[src/rtl/image_cache_tile_loader_pkg.sv]
// Shared types for the image-cache tile loader.
//   loader_state_e              : FSM states (idle, filling, done pulse)
//   fill_order_e                : raster (x fastest) or column-major (y fastest)
//   struct_ImageCacheTile_Write : one cache write; fields are sized to the largest
//                                 supported widths, the top uses the low bits only
//   tile_cfg_ok()               : tile geometry legality, evaluated at elaboration
package pkg_image_cache_loader;

  typedef enum logic [1:0] {
    StIdle = 2'd0,
    StFill = 2'd1,
    StDone = 2'd2
  } loader_state_e;

  typedef enum logic {
    OrderRaster   = 1'b0,
    OrderColMajor = 1'b1
  } fill_order_e;

  localparam int unsigned MaxWordSize = 64;
  localparam int unsigned MaxAddrW    = 32;

  typedef struct packed {
    logic                   we;
    logic [MaxWordSize-1:0] wdata;
    logic [MaxAddrW-1:0]    waddrX;
    logic [MaxAddrW-1:0]    waddrY;
  } struct_ImageCacheTile_Write;

  // The unpacker emits whole beats, so both tile edges must be whole beats.
  function automatic bit tile_cfg_ok(input int unsigned rows, input int unsigned cols,
                                     input int unsigned lanes);
    return (lanes > 0) && (rows > 0) && (cols > 0) &&
           ((rows % lanes) == 0) && ((cols % lanes) == 0);
  endfunction

endpackage

[src/rtl/image_cache_tile_loader_lane_unpacker.sv]
// Beat unpacker: holds one accepted multi-pixel beat and presents one lane per cycle,
// lane 0 first.
//   clk, resetn  : clock, synchronous active-low reset
//   flush        : drop the held beat and block acceptance this cycle
//   active       : loader is filling
//   more_beats   : the tile still needs beats
//   data         : packed beat, lane 0 in the low bits
//   data_ready   : source offers a beat
//   data_wanted  : beat may be taken this cycle
//   accept       : beat is taken at the coming edge
//   pix_valid    : pix_data holds a lane to be written this cycle
//   pix_data     : current lane
module lane_unpacker #(
  parameter int unsigned WORD_SIZE = 8,
  parameter int unsigned LANES     = 4
) (
  input  logic                       clk,
  input  logic                       resetn,
  input  logic                       flush,
  input  logic                       active,
  input  logic                       more_beats,
  input  logic [LANES*WORD_SIZE-1:0] data,
  input  logic                       data_ready,
  output logic                       data_wanted,
  output logic                       accept,
  output logic                       pix_valid,
  output logic [WORD_SIZE-1:0]       pix_data
);

  localparam int unsigned LW = $clog2(LANES + 1);

  logic [LANES*WORD_SIZE-1:0] beat_q;
  logic [LW-1:0]              lanes_left_q;
  logic [LW-1:0]              lane_idx;

  // Wanted while the last lane is out so a new beat lands with no write bubble.
  assign data_wanted = active && !flush && more_beats && (lanes_left_q <= LW'(1));
  assign accept      = data_wanted && data_ready;
  assign pix_valid   = (lanes_left_q != '0);
  assign lane_idx    = LW'(LANES) - lanes_left_q;

  always_comb begin
    pix_data = '0;
    for (int i = 0; i < LANES; i++) begin
      if (pix_valid && (lane_idx == LW'(i))) begin
        pix_data = beat_q[i*WORD_SIZE +: WORD_SIZE];
      end
    end
  end

  always_ff @(posedge clk) begin
    if (!resetn || flush) begin
      beat_q       <= '0;
      lanes_left_q <= '0;
    end else if (accept) begin
      beat_q       <= data;
      lanes_left_q <= LW'(LANES);
    end else if (pix_valid) begin
      lanes_left_q <= lanes_left_q - LW'(1);
    end
  end

endmodule

[src/rtl/image_cache_tile_loader.sv]
// Image-cache tile loader: takes packed pixel beats and writes one pixel per cycle
// into a ROWS x COLS tile of the image cache at a runtime origin.
//   clk, resetn        : clock, synchronous active-low reset
//   start, abort       : begin a fill (idle only) / return to idle (highest priority)
//   col_major          : fill order, captured with start
//   base_x, base_y     : tile origin, captured with start
//   data, data_ready   : packed beat stream in
//   data_wanted        : beat accepted when high together with data_ready
//   wr_en/wr_data/wr_x/wr_y : cache write port
//   busy, done, loaded : filling / one-cycle completion pulse / tile present
module image_cache_tile_loader
  import pkg_image_cache_loader::*;
#(
  parameter int unsigned WORD_SIZE = 8,
  parameter int unsigned LANES     = 4,
  parameter int unsigned ROWS      = 16,
  parameter int unsigned COLS      = 16,
  parameter int unsigned ADDR_X_W  = 8,
  parameter int unsigned ADDR_Y_W  = 8
) (
  input  logic                       clk,
  input  logic                       resetn,
  input  logic                       start,
  input  logic                       abort,
  input  logic                       col_major,
  input  logic [ADDR_X_W-1:0]        base_x,
  input  logic [ADDR_Y_W-1:0]        base_y,
  input  logic [LANES*WORD_SIZE-1:0] data,
  input  logic                       data_ready,
  output logic                       data_wanted,
  output logic                       wr_en,
  output logic [WORD_SIZE-1:0]       wr_data,
  output logic [ADDR_X_W-1:0]        wr_x,
  output logic [ADDR_Y_W-1:0]        wr_y,
  output logic                       busy,
  output logic                       done,
  output logic                       loaded
);

  localparam int unsigned TotalBeats = ROWS * COLS / LANES;
  localparam int unsigned XW         = (COLS > 1) ? $clog2(COLS) : 1;
  localparam int unsigned YW         = (ROWS > 1) ? $clog2(ROWS) : 1;
  localparam int unsigned BW         = $clog2(TotalBeats + 1);

  if (!tile_cfg_ok(ROWS, COLS, LANES)) begin : g_bad_tile
    $error("ROWS and COLS must be non-zero multiples of LANES");
  end
  if (WORD_SIZE > MaxWordSize || ADDR_X_W > MaxAddrW || ADDR_Y_W > MaxAddrW) begin : g_bad_width
    $error("pixel or address width exceeds the write bundle");
  end

  loader_state_e state_q, state_d;
  fill_order_e   order_q;
  logic [XW-1:0]       x_q, x_d;
  logic [YW-1:0]       y_q, y_d;
  logic [ADDR_X_W-1:0] base_x_q;
  logic [ADDR_Y_W-1:0] base_y_q;
  logic [BW-1:0]       beats_q;
  logic                loaded_q;

  logic                 pix_valid;
  logic [WORD_SIZE-1:0] pix_data;
  logic                 accept;
  logic                 more_beats;
  logic                 write;
  logic                 x_last, y_last, last_pix;
  logic                 start_ok;

  struct_ImageCacheTile_Write wr_bundle;
  logic                       unused_bundle;

  assign busy       = (state_q == StFill);
  assign done       = (state_q == StDone);
  assign loaded     = loaded_q;
  assign more_beats = (beats_q < BW'(TotalBeats));
  assign write      = pix_valid && busy;
  assign x_last     = (x_q == XW'(COLS - 1));
  assign y_last     = (y_q == YW'(ROWS - 1));
  // The final pixel is the far corner in either fill order.
  assign last_pix   = x_last && y_last;
  assign start_ok   = (state_q == StIdle) && start && !abort;

  lane_unpacker #(
    .WORD_SIZE (WORD_SIZE),
    .LANES     (LANES)
  ) u_lane_unpacker (
    .clk         (clk),
    .resetn      (resetn),
    .flush       (abort),
    .active      (busy),
    .more_beats  (more_beats),
    .data        (data),
    .data_ready  (data_ready),
    .data_wanted (data_wanted),
    .accept      (accept),
    .pix_valid   (pix_valid),
    .pix_data    (pix_data)
  );

  always_comb begin
    state_d = state_q;
    unique case (state_q)
      StIdle: if (start) state_d = StFill;
      StFill: if (write && last_pix) state_d = StDone;
      StDone: state_d = StIdle;
      default: state_d = StIdle;
    endcase
    if (abort) state_d = StIdle;
  end

  // Pixel position after the current write; both counters wrap to 0 at the tile end.
  always_comb begin
    x_d = x_q;
    y_d = y_q;
    if (order_q == OrderRaster) begin
      if (x_last) begin
        x_d = '0;
        y_d = y_last ? '0 : y_q + YW'(1);
      end else begin
        x_d = x_q + XW'(1);
      end
    end else begin
      if (y_last) begin
        y_d = '0;
        x_d = x_last ? '0 : x_q + XW'(1);
      end else begin
        y_d = y_q + YW'(1);
      end
    end
  end

  always_ff @(posedge clk) begin
    if (!resetn) begin
      state_q  <= StIdle;
      order_q  <= OrderRaster;
      x_q      <= '0;
      y_q      <= '0;
      base_x_q <= '0;
      base_y_q <= '0;
      beats_q  <= '0;
      loaded_q <= 1'b0;
    end else begin
      state_q <= state_d;
      if (abort) begin
        x_q      <= '0;
        y_q      <= '0;
        beats_q  <= '0;
        loaded_q <= 1'b0;
      end else if (start_ok) begin
        x_q      <= '0;
        y_q      <= '0;
        beats_q  <= '0;
        loaded_q <= 1'b0;
        base_x_q <= base_x;
        base_y_q <= base_y;
        order_q  <= fill_order_e'(col_major);
      end else begin
        if (accept) beats_q <= beats_q + BW'(1);
        if (write) begin
          x_q <= x_d;
          y_q <= y_d;
          if (last_pix) loaded_q <= 1'b1;
        end
      end
    end
  end

  // Write fields stay zero between writes; addresses wrap silently.
  always_comb begin
    wr_bundle    = '0;
    wr_bundle.we = write;
    if (write) begin
      wr_bundle.wdata[WORD_SIZE-1:0]  = pix_data;
      wr_bundle.waddrX[ADDR_X_W-1:0] = base_x_q + ADDR_X_W'(x_q);
      wr_bundle.waddrY[ADDR_Y_W-1:0] = base_y_q + ADDR_Y_W'(y_q);
    end
  end

  assign wr_en   = wr_bundle.we;
  assign wr_data = wr_bundle.wdata[WORD_SIZE-1:0];
  assign wr_x    = wr_bundle.waddrX[ADDR_X_W-1:0];
  assign wr_y    = wr_bundle.waddrY[ADDR_Y_W-1:0];

  assign unused_bundle = ^wr_bundle;

endmodule

[config.mk]
export PLATFORM = sky130hd
export DESIGN_NAME = image_cache_tile_loader
export DESIGN_NICKNAME = d
export VERILOG_FILES = /design/src/rtl/image_cache_tile_loader_pkg.sv /design/src/rtl/image_cache_tile_loader_lane_unpacker.sv /design/src/rtl/image_cache_tile_loader.sv
export SDC_FILE = /design/constraint.sdc
export NUM_CORES = 1
export LEC_CHECK = 0
export CORE_AREA = 2 2 113 115
export DETAILED_ROUTE_END_ITERATION = 10
export DIE_AREA = 0 0 115 117
export PLACE_DENSITY = 0.63
export SLEW_MARGIN = 0
export SYNTH_ARGS = -nofsm -noshare
export SYNTH_HDL_FRONTEND = slang
export SYNTH_SLANG_ARGS = --single-unit
[constraint.sdc]
create_clock -name clk -period 3.7 [get_ports clk]
set_input_delay 0.925 -clock clk [delete_from_list [all_inputs] [get_ports clk]]
set_output_delay 0.925 -clock clk [all_outputs]
set_load 0.05 [all_outputs]
Word-level counts from Yosys, hierarchy flattened
Index checks and enable logic that the tools add are counted.

storage, ports and cells
  register bits after elaboration = 70
  input port bits = 54
  output and inout bits = 29

cells by class
  add/subtract/negate cells = 7
  magnitude comparators = 2
  equal/unequal tests = 10
  mux-type cells = 18
  bitwise operators = 2
  reduce and logical (&&, ||, !) cells = 29

operators with widths
  cell                                                                   number
  8-bit two-way mux                                                      7
  4-bit two-way mux                                                      6
  8-bit by 4-bit adder with 8-bit output                                 2
  1-bit logical AND                                                      13
  2-bit AND reduction                                                    5
  4-bit by 1-bit adder with 4-bit output, second input constant          2
  4-bit == test, second input constant                                   2
  7-bit by 1-bit adder with 7-bit output, second input constant          1
  7-bit < comparator, second input constant                              1
  3-bit by 2-bit == test with 1-bit output, second input constant        2
  3-bit two-way mux                                                      2
  2-bit two-way mux                                                      2
  2-bit by 1-bit != test with 1-bit output, second input constant        2
  2-bit case mux with 2 select lines                                     1
  2-bit nonzero test                                                     2
  2-bit OR reduction                                                     2
  3-bit by 1-bit == test with 1-bit output, second input constant        1
  3-bit by 1-bit <= comparator with 1-bit output, second input constant  1
  3-bit zero test                                                        1
  3-bit nonzero test                                                     1
  3-bit OR reduction                                                     1
  3-bit by 1-bit subtractor with 3-bit output, second input constant     1
  3-bit subtractor, first input constant                                 1
  2-bit by 1-bit == test with 1-bit output, second input constant        1
  other kinds (6)                                                        8

Logic depth before layout (Yosys ltp)
Gate-level depths: netlist of the first run.

  word-level depth = 8
  gate-level depth with buffers = 9
  depth with buffers taken out = 8

By module
Synthesis of the first run repeated with hierarchy kept, for this count alone.

unflattened totals
  cell total of the unflattened synthesis = 498
  area, all modules = 3,863.7 µm²

by module, submodules not included
  module                   times used  cells an instance  area an instance (µm²)
  image_cache_tile_loader  1           273                2,200.9
  lane_unpacker            1           225                1,662.8

Worst setup path before layout of the first run
Ideal clock, no wire load.

  kind = register to output
  start = reg u_lane_unpacker.lanes_left_q[0]
  end = out wr_data[3]
  data arrival time = 2.900 ns
  data required time = 2.775 ns
  slack = -0.125 ns
  cell stages (with the launch flop) = 9
  path buffers = 1
  cells stage by stage = dfxtp_1 > inv_1 > ha_1 > ha_1 > or3b_4 > buf_6 > a21oi_2 > o21ai_0 > o21ai_0

between the ends
  longest elaborated chain between the ends = 8
  elaborated cells between the ends (all ways) = 16
  classes of those cells = 1 x add/sub; 3 x eq/ne; 5 x mux; 7 x reduce/logical

RTL lines
  item                            line                                         text
  start: declaration              image_cache_tile_loader_lane_unpacker.sv:33  logic [LW-1:0] lanes_left_q;
  start signal: assignment        image_cache_tile_loader_lane_unpacker.sv:57  lanes_left_q <= LW'(LANES);
  start signal: assignment        image_cache_tile_loader_lane_unpacker.sv:59  lanes_left_q <= lanes_left_q - LW'(1);
  3-bit subtractor                image_cache_tile_loader_lane_unpacker.sv:40  assign lane_idx = LW'(LANES) - lanes_left_q;
  3-bit zero test                 image_cache_tile_loader_lane_unpacker.sv:45  if (pix_valid && (lane_idx == LW'(i))) begin
  1-bit logical AND               image_cache_tile_loader_lane_unpacker.sv:45
  8-bit two-way mux (4 in a row)  image_cache_tile_loader_lane_unpacker.sv:45
  8-bit two-way mux *             image_cache_tile_loader.sv:172               if (write) begin
  end: declaration                image_cache_tile_loader.sv:32                output logic [WORD_SIZE-1:0] wr_data,

Mark *: on every way between the ends. The rest lies on a longest branch, timed or not.

Worst setup path in the final report of the first run
  start = reg u_lane_unpacker.lanes_left_q[0]
  end = out wr_y[7]

between the ends
  longest elaborated chain between the ends = 3

RTL lines
  item                line                                         text
  3-bit nonzero test  image_cache_tile_loader_lane_unpacker.sv:39  assign pix_valid = (lanes_left_q != '0);
  1-bit logical AND   image_cache_tile_loader.sv:76                assign write = pix_valid && busy;
  8-bit two-way mux   image_cache_tile_loader.sv:172
  end: declaration    image_cache_tile_loader.sv:34                output logic [ADDR_Y_W-1:0] wr_y,

Every way passes these cells.

==> results.cfg, run 1 <==
[yosys]
synthTopCellsByArea = dfxtp_1, nand2_1, a21oi_1
yosysWarnings = 0
synthCells = 460
synth_ff_type = dfxtp_1
async_reset_ff_frac = 0
syn_avg_cell_area_sq_um = 7.839
syn-num-nets = 534
synth_cell_type_count = 51
ys_seq_area_frac = 0.3886
yosys.area.top_type = dfxtp_1
synth_top_area_share = 0.3886
syn-cell-area_sq_mm = 0.003606
synth_edf_count = 0
synth-seq-cells = 70

[power_and_ir_drop]
p_leak_nw = 1.768
p_per_area_mw_per_mm2 = 382.5
peakVddDrop_v = 0.0002177
power.total_mw = 1.922

[worst_setup_path]
setup.worst_path.class = register to primary output
startpoint_type = register
critPathMaxFanout = 15
crit_family = simple AND/OR/NAND/NOR gates
cp_slowest_stage_delay_ps = 490
cp_cell_sequence = inv_1 > ha_1 > ha_1 > or3b_4 > inv_4 > or2b_1 > mux2i_1 > buf_12
critPathSlowestCell = or3b_4
worst_setup_path_end_kind = primary output
worstPathRequired_ps = 2770
path_buf_inv = 3
arrival_ps = 2600
cp_common_cell = ha_1

[placement]
placed_area_sq_mm = 0.004661
port_buffers = 82
dp_hpwl_um = 6789
place_inst = 672
gp_congestion = 0.7988

[layout]
fin_util = 0.4081
layout.cells.non_filler = 691
layout.nets = 610
diodes = 0
fin_area_sq_mm = 0.005025
area_growth_pct = 39.35
layout-drive-gt1-share = 0.1220

[timing]
setup_viol = 0
finClkSkew_ps = 8.222
period_needed_ps = 3522
worstMarginPinSlew_ps = 694.4
max_freq_mhz = 283.9
slew_headroom = 0.5371
finalHoldViolCount = 0
post-route-period-util = 0.9520
final_max_slew_viol_count = 0
rsz0062_at_grt = false
finalSetupTns_ps = 0

[routing]
drtPass1Iterations = 4
vias = 3371
ant_nets = 0
drtIter0Drc = 194
wl_um = 9256
drc = 0
post_drt_wl_per_cell_um = 13.40
vias_per_cell = 4.878

[grt]
grt_antenna_before_repair = 0
grt_max_degree = 38
overflow = 0
track_usage = 0.1412
grt_pass1_vias = 3361
grt_pass1_wl_um = 15190

[die]
rows = 41
start_util = 0.2929
ios = 83
coreArea_sq_mm = 0.01231
die_w_um = 115
die_height_um = 117
dieArea_sq_mm = 0.01346

[clock_network]
clock_latency_ps = 330
cts_made_buffers = 9
cts_tree = done
cts.clk_slew.worst_paths_ps = 60
clock-sinks = 70
htree_levels = 3
hold_buffers = 0
clockBufferDepth = 2
cts_root_buf = clkbuf_16

[min_path]
hp-class = register to register

[run_status]
status = completed

[run]
drv_cap = 0
-- kinds of logic (layout without fill, tap and decap cells) --
group	Yosys count	count (layout)	share of synthesized area
mux	5	5	0.01388
simple gates	208	208	0.2665
flops	70	70	0.3886
fa+ha+maj	20	20	0.07356
compound gates	115	115	0.1940
buf+inv	33	114	0.04164
xor+xnor	9	9	0.02186
-- worst paths after layout --
check | cells after the start | from | slack (ps) | to
setup / recovery | 8 | u_lane_unpacker.lanes_left_q[0]$_SDFFE_PP0N_ | 180 | wr_y[7]
hold / removal | 2 | u_lane_unpacker.beat_q[21]$_SDFFE_PP0P_ | 450 | u_lane_unpacker.beat_q[21]$_SDFFE_PP0P_
setup reg to reg | 7 | u_lane_unpacker.lanes_left_q[0]$_SDFFE_PP0N_ | 1280 | state_q[0]$_SDFFE_PP0P_
hold reg to reg | 2 | u_lane_unpacker.beat_q[21]$_SDFFE_PP0P_ | 450 | u_lane_unpacker.beat_q[21]$_SDFFE_PP0P_
-- repair_timing --
item / in CTS / in global routing
pin swaps: 0 / 2
resized for setup: 1 / 3
cloned: 0 / 0
buffers inserted: 0 / 3
setup endpoints to repair: 8 / 9
-- registers in the layout (all words and copies together) (netlist names) --
| signal | flops |
|---|---|
| x_q | 4 |
| loaded | 1 |
| y_q | 4 |
| order_q | 1 |
| u_lane_unpacker.beat_q | 32 |
| base_y_q | 8 |
| base_x_q | 8 |
| state_q | 2 |
| u_lane_unpacker.lanes_left_q | 3 |
| beats_q | 7 |
-- cell usage in the layout (no fill, tap or decap), drive strengths merged, types with 3 or more instances in the layout --
| master | instances |
|---|---|
| clkbuf | 9 |
| nand2 | 119 |
| clkdlybuf4s50 | 56 |
| nor2 | 22 |
| and3 | 10 |
| o21ai | 27 |
| a211oi | 6 |
| ha | 18 |
| xor2 | 4 |
| and2b | 3 |
| a21o | 4 |
| xnor2 | 5 |
| mux2i | 5 |
| buf | 35 |
| nand3 | 20 |
| inv | 10 |
| nand2b | 4 |
| or3 | 5 |
| and2 | 5 |
| a21boi | 18 |
| dfxtp | 70 |
| a21oi | 50 |
-- synthesized netlist by cell type (6+ instances only) --
| cell | n |
|---|---|
| a21boi_0 | 18 |
| a21oi_1 | 48 |
| and3_1 | 10 |
| buf_2 | 13 |
| clkbuf_1 | 11 |
| dfxtp_1 | 70 |
| ha_1 | 18 |
| inv_1 | 6 |
| nand2_1 | 119 |
| nand3_1 | 20 |
| nor2_1 | 22 |
| o21ai_0 | 23 |
-- worst register-to-register path, cell delays in order (launching register included) --
cell and delay (ps):
dfxtp_2 370, inv_1 90, ha_1 230, ha_1 270
or3b_4 490, nor4_1 560, o21ai_0 140, and2_1 190
-- power by group --
group | total, mW | switching (mW) | internal [mW]
clock network | 0.944 | 0.345 | 0.599
logic | 0.193 | 0.0922 | 0.101
registers | 0.784 | 0.0151 | 0.769
-- stage by stage --
step	setup slack, ps	hold WS (ps)
final	177.6	453.6
after floorplan	25.75	433.2
after global placement	408.9	444.0
after CTS	21.51	458.5
after detailed placement	308.5	449.6
after global routing	17.95	478.4
-- layer usage --
layer,vias up,wire length [um],global-route usage,share of wire
li1,1727,-,-,-
met1,1548,4113,0.1684,0.44
met2,89,4555,0.2518,0.49
met3,7,499,0.03090,0.054
met4,0,87,0.04819,0.0094
met5,-,0,0,0
-- area by class of cell --
class / count / area, sq um
fillers: 1263 / 7287
multi-input cells: 357 / 2064
flip-flops and latches: 70 / 1404
repair buffers: 91 / 1011
clock buffers: 9 / 225.2
well taps: 150 / 187.7
clock inverters: 7 / 103.9
inverters: 7 / 28.78
(Power assumes the default switching activity.)
==> inputs of run 2 (changes only) <==
- ABC_AREA: not set -> 1
- CORE_AREA: 2 2 113 115 -> 2 2 134 110
- DIE_AREA: 0 0 115 117 -> 0 0 136 112
- PLACE_DENSITY: 0.63 -> 0.62
- TNS_END_PERCENT: not set -> 10
==> run 2 against run 1 <==
Compared with the run above:
- power down 2.0%
- non-clock buffer count down 3
- final area grew 6.6%
- sequential power grew 0.8%
- flip-flop and latch count unchanged
- critical path depth is 2 higher
- register-to-register slack better by 240 ps
- largest cell class unchanged
- largest power group unchanged
- highest routed layer unchanged
==> results.cfg, run 2 <==
[worst_setup_path]
arrival_ps = 2520
crit_family = adder cells
critPathSlowestCell = dfxtp_1
worst_setup_path_end_kind = primary output
path_buf_inv = 2
cp_cell_sequence = inv_1 > ha_1 > ha_2 > nand3_4 > nand2_1 > o21ai_0 > nand2_1 > nand2_1 > a21oi_2 > buf_12
cp_common_cell = nand2_1
cp_slowest_stage_delay_ps = 460
worstPathRequired_ps = 2770
startpoint_type = register
setup.worst_path.class = register to primary output
critPathMaxFanout = 13

[clock_network]
cts_made_buffers = 9
ctsResizeCount = 6
cts.clk_slew.worst_paths_ps = 60
clock_latency_ps = 330
cts_tree = done
hold_buffers = 0
cts_root_buf = clkbuf_16
clockBufferDepth = 2
clock-sinks = 70
cts_setup_buffers = 0
htree_levels = 3

[routing]
ant_nets = 0
drtIter0Drc = 267
drtPass1Iterations = 4
vias = 3653
post_drt_wl_per_cell_um = 12.32
wl_um = 9933
vias_per_cell = 4.532
drc = 0

[yosys]
synth_edf_count = 0
ys_seq_area_frac = 0.3415
syn_avg_cell_area_sq_um = 7.586
syn-num-nets = 615
synth_top_area_share = 0.3415
synth_cell_type_count = 34
synth.most_common_cell = nand2_1
synth-seq-cells = 70
yosys-top-cells-count = nand2_1, dfxtp_1, a21oi_1, a21oi_2, inv_1
synth_ff_type = dfxtp_1
async_reset_ff_frac = 0
yosys.area.top_type = dfxtp_1
yosysWarnings = 0
synthCells = 541
synthTopCellsByArea = dfxtp_1, nand2_1, a21oi_2
syn-cell-area_sq_mm = 0.004104

[die]
ios = 83
dieArea_sq_mm = 0.01523
die_height_um = 112
die_w_um = 136
start_util = 0.2941
rows = 39
coreArea_sq_mm = 0.01396

[min_path]
hp-class = register to register

[timing]
max_freq_mhz = 290.6
rsz0062_at_grt = false
worstMarginPinSlew_ps = 788.8
finClkSkew_ps = 6.871
finalHoldViolCount = 0
layout_setup_ws_ps = 259.3
whs_ps = 450.4
slew_headroom = 0.4742
finalSetupTns_ps = 0
period_needed_ps = 3441
post-route-period-util = 0.9299
setup_viol = 0
final_max_slew_viol_count = 0

[layout]
top_register = u_lane_unpacker.beat_q
reg_top3 = u_lane_unpacker.beat_q: 32 flops, base_x_q: 8 flops, base_y_q: 8 flops
fin_util = 0.3840
fin_area_sq_mm = 0.005359
diodes = 0
final_cell_mix = nand2_1, dfxtp_1, clkdlybuf4s50_1
final.fill_count = 1446
layout-drive-gt1-share = 0.2363
layout.nets = 691
layout.cells.non_filler = 806
largest_reg_flops = 32
area_growth_pct = 30.58
layout_commonest_cell = nand2_1

[power_and_ir_drop]
p_int_mw = 1.414
sw_frac_of_total = 0.2489
p_clk_frac = 0.456
seqPwrFrac = 0.419
switchingPower_mw = 0.4687
p_leak_nw = 2.052
pwr-share-comb = 0.124
p_per_area_mw_per_mm2 = 351.4
power.total_mw = 1.883
peakVddDrop_v = 0.0001773

[placement]
placed_area_sq_mm = 0.005052
port_buffers = 82
dp_hpwl_um = 7379
gp_congestion = 0.8323
place_inst = 790
preCtsSetupSlack_ps = 297.2

[grt]
grt_pass1_vias = 3485
grt_max_degree = 41
grt_antenna_before_repair = 0
overflow = 0
grt_pass1_wl_um = 16160
track_usage = 0.1330

[run_status]
status = completed

[run]
drv_cap = 0
-- run 2: area by class of cell --
type	instances	area [sq um]	share of cell area
Clock buffer	11	242.7	0.04530
Timing Repair Buffer	88	900.9	0.1681
Sequential cell	70	1401	0.2615
Inverter	52	202.7	0.03782
Multi-Input combinational cell	396	2322	0.4333
Clock inverter	5	58.81	0.01097
Tap cell	184	230.2	0.04296
-- run 2: routing by layer --
metal / wire length, um / global-route usage
met5: 0 / 0
met4: 170 / 0.05486
met3: 424 / 0.02459
met2: 4464 / 0.2080
met1: 4874 / 0.1796
-- run 2: worst reg2reg max path: stages, from the launching register on --
cell,delay [ps]
dfxtp_1,460
inv_1,130
ha_1,240
ha_2,240
nor2_4,340
buf_4,210
nand2_1,140
inv_2,120
nand3_1,80
nand2_1,70
nor2_1,30
-- run 2: final timing paths --
| kind | cells past startpoint | from | slack, ps | endpoint |
|---|---|---|---|---|
| min reg2reg | 2 | base_x_q[2]$_SDFFE_PN0P_ | 450 | base_x_q[2]$_SDFFE_PN0P_ |
| max reg2reg | 10 | u_lane_unpacker.lanes_left_q[0]$_SDFFE_PP0N_ | 1520 | x_q[3]$_SDFFE_PP0P_ |
| max | 10 | u_lane_unpacker.lanes_left_q[0]$_SDFFE_PP0N_ | 260 | wr_data[6] |
| min | 2 | base_x_q[2]$_SDFFE_PN0P_ | 450 | base_x_q[2]$_SDFFE_PN0P_ |
-- run 2: cell families after synthesis --
kind of cell / count (synthesis) / synth area share
buffers and inverters: 75 / 0.09512
AO/OA/AOI/OAI: 126 / 0.1988
XOR/XNOR: 4 / 0.008538
adder cells (fa/ha/maj): 20 / 0.06464
AND/OR/NAND/NOR: 246 / 0.2915
flip-flops: 70 / 0.3415
-- run 2: power by group through the flow --
stage	combinational, mW	sequential, mW	clock (mW)
2_1_floorplan	0.146	0.800	0
3_3_place_gp	0.227	0.805	0
3_5_place_dp	0.232	0.806	0
4_1_cts	0.233	0.789	0.875
5_1_grt	0.258	0.792	0.912
6_report	0.234	0.790	0.859
==> inputs of run 3 (changes only) <==
- SKIP_LAST_GASP: not set -> 1
==> run 3 against run 2 <==
Compared with the run above:
- the run now ends with setup timing left
- wire length fell by 0.40%
- flip-flop and latch count is the same
- worst setup slack got worse by 310 ps
- clock power barely moved
- critical path type unchanged
- largest cell class unchanged
- highest routed layer unchanged
==> results.cfg, run 3 (synthesized netlist as in run 2, its figures left out) <==
[run_status]
status = complete, but fails checks
failed_checks = setup timing

[routing]
post_drt_wl_per_cell_um = 12.27
drtPass1Iterations = 5
vias_per_cell = 4.519
ant_nets = 0
drtIter0Drc = 263
vias = 3642
wl_um = 9893
drc = 0

[min_path]
min_to = base_x_q[2]$_SDFFE_PN0P_
worstHoldStart = base_x_q[2]$_SDFFE_PN0P_
whs_path_depth = 2
hp-class = register to register

[die]
rows = 39
coreArea_sq_mm = 0.01396
die_height_um = 112
dieArea_sq_mm = 0.01523
start_util = 0.2941
ios = 83
die_w_um = 136

[layout]
reg_top3 = u_lane_unpacker.beat_q: 32 flops, base_x_q: 8 flops, base_y_q: 8 flops
layout.nets = 691
fin_util = 0.3837
fin_area_sq_mm = 0.005355
area_growth_pct = 30.49
diodes = 0
final_cell_mix = nand2_1, dfxtp_1, clkdlybuf4s50_1
layout_commonest_cell = nand2_1
layout-drive-gt1-share = 0.2347
top_register = u_lane_unpacker.beat_q
largest_reg_flops = 32

[clock_network]
cts.clk_slew.worst_paths_ps = 60
clock_latency_ps = 330
cts_tree = done
clock-sinks = 70
cts_made_buffers = 9
clockBufferDepth = 2
htree_levels = 3
cts_root_buf = clkbuf_16
cts_setup_buffers = 0
hold_buffers = 0

[grt]
grt_antenna_before_repair = 0
grt_max_degree = 41
grt_pass1_vias = 3485
overflow = 0
grt_pass1_wl_um = 16160
track_usage = 0.1330

[timing]
slew_headroom = 0.4733
setup_viol = 4
max_freq_mhz = 266.7
finalHoldViolCount = 0
layout_setup_ws_ps = -49.64
worstMarginPinSlew_ps = 790.0
post-route-period-util = 1.013
period_needed_ps = 3750
final_max_slew_viol_count = 0
finClkSkew_ps = 7.064
rsz0062_at_grt = true

[placement]
gp_congestion = 0.8323
dp_hpwl_um = 7379
placed_area_sq_mm = 0.005052
port_buffers = 82

[power_and_ir_drop]
p_leak_nw = 2.029
p_per_area_mw_per_mm2 = 350.8
peakVddDrop_v = 0.0001776
power.total_mw = 1.879

[worst_setup_path]
cp_num_cells = 7
worst_setup_path_end_kind = primary output
critPathSlowestCell = clkdlybuf4s50_1
path_buf_inv = 2
cp_slowest_stage_delay_ps = 800
crit_family = buffers and inverters
critPathMaxFanout = 14
r2r-start = u_lane_unpacker.lanes_left_q[0]$_SDFFE_PP0N_
cp_common_cell = ha_1
worstPathRequired_ps = 2770
timing.rr.end = x_q[3]$_SDFFE_PP0P_
worstSetupStartpoint = u_lane_unpacker.lanes_left_q[0]$_SDFFE_PP0N_
cp_cell_sequence = inv_1 > ha_1 > ha_1 > nor2_4 > nand2_1 > nor2_1 > clkdlybuf4s50_1
arrival_ps = 2820
startpoint_type = register
rr_worst_depth = 8
setup.worst_path.class = register to primary output
ff2ff_setup_slack_ps = 1420

[run]
drv_cap = 0
## run 3: changes by cell type in the layout (fill, tap and decap cells not counted), sizes merged
cell,before,now
clkdlybuf4s50,56,61
dlygate4sd2,6,1
## run 3: report_power, final
group / switching, mW / internal [mW]
sequential: 0.0165 / 0.773
combinational: 0.131 / 0.0993
clock: 0.319 / 0.540
## run 3: worst max path at each step
stage          slack (ps)    endpoint
6_report              -50     wr_y[7]
5_1_grt              -190     wr_y[1]
4_1_cts               -60     wr_y[1]
3_5_place_dp          300     wr_y[0]
3_3_place_gp          400     wr_x[0]
2_1_floorplan         390  wr_data[2]
## run 3: worst register-to-register path, cell delays in order (launching register included)
cell,delay (ps)
dfxtp_1,460
inv_1,130
ha_1,240
ha_1,300
nor2_4,370
buf_4,220
nand2_1,140
o21ai_1,240
nor2_1,70
## run 3: metal layers
| metal | vias up | track usage | wire, um |
|---|---|---|---|
| li1 | 1930 | - | - |
| met1 | 1644 | 0.1796 | 4892 |
| met2 | 53 | 0.2080 | 4446 |
| met3 | 15 | 0.02459 | 399 |
| met4 | 0 | 0.05486 | 154 |
| met5 | - | 0 | 0 |
## run 3: timing repair
item	in CTS	in global routing
gates cloned	0	0
endpoints found under the setup margin	6	12
resized for setup	1	1
## run 3: final cells by class
class / instances / area, sq um
inverters: 52 / 202.7
clock buffers: 11 / 242.7
flip-flops and latches: 70 / 1401
well taps: 184 / 230.2
repair buffers: 88 / 907.1
fillers: 1442 / 8601
multi-input cells: 396 / 2312
clock inverters: 5 / 58.81
## run 3: metrics by stage
step	std cells	hold WS [ps]	TNS (ps)	setup WS [ps]
final	806	450.3	-121.0	-49.64
after global routing	806	467.1	-1174	-187.3
after CTS	806	452.7	-267.1	-56.12
after detailed placement	790	443.9	0	297.2
after global placement	790	439.2	0	404.0
after floorplan	541	426.9	0	389.6
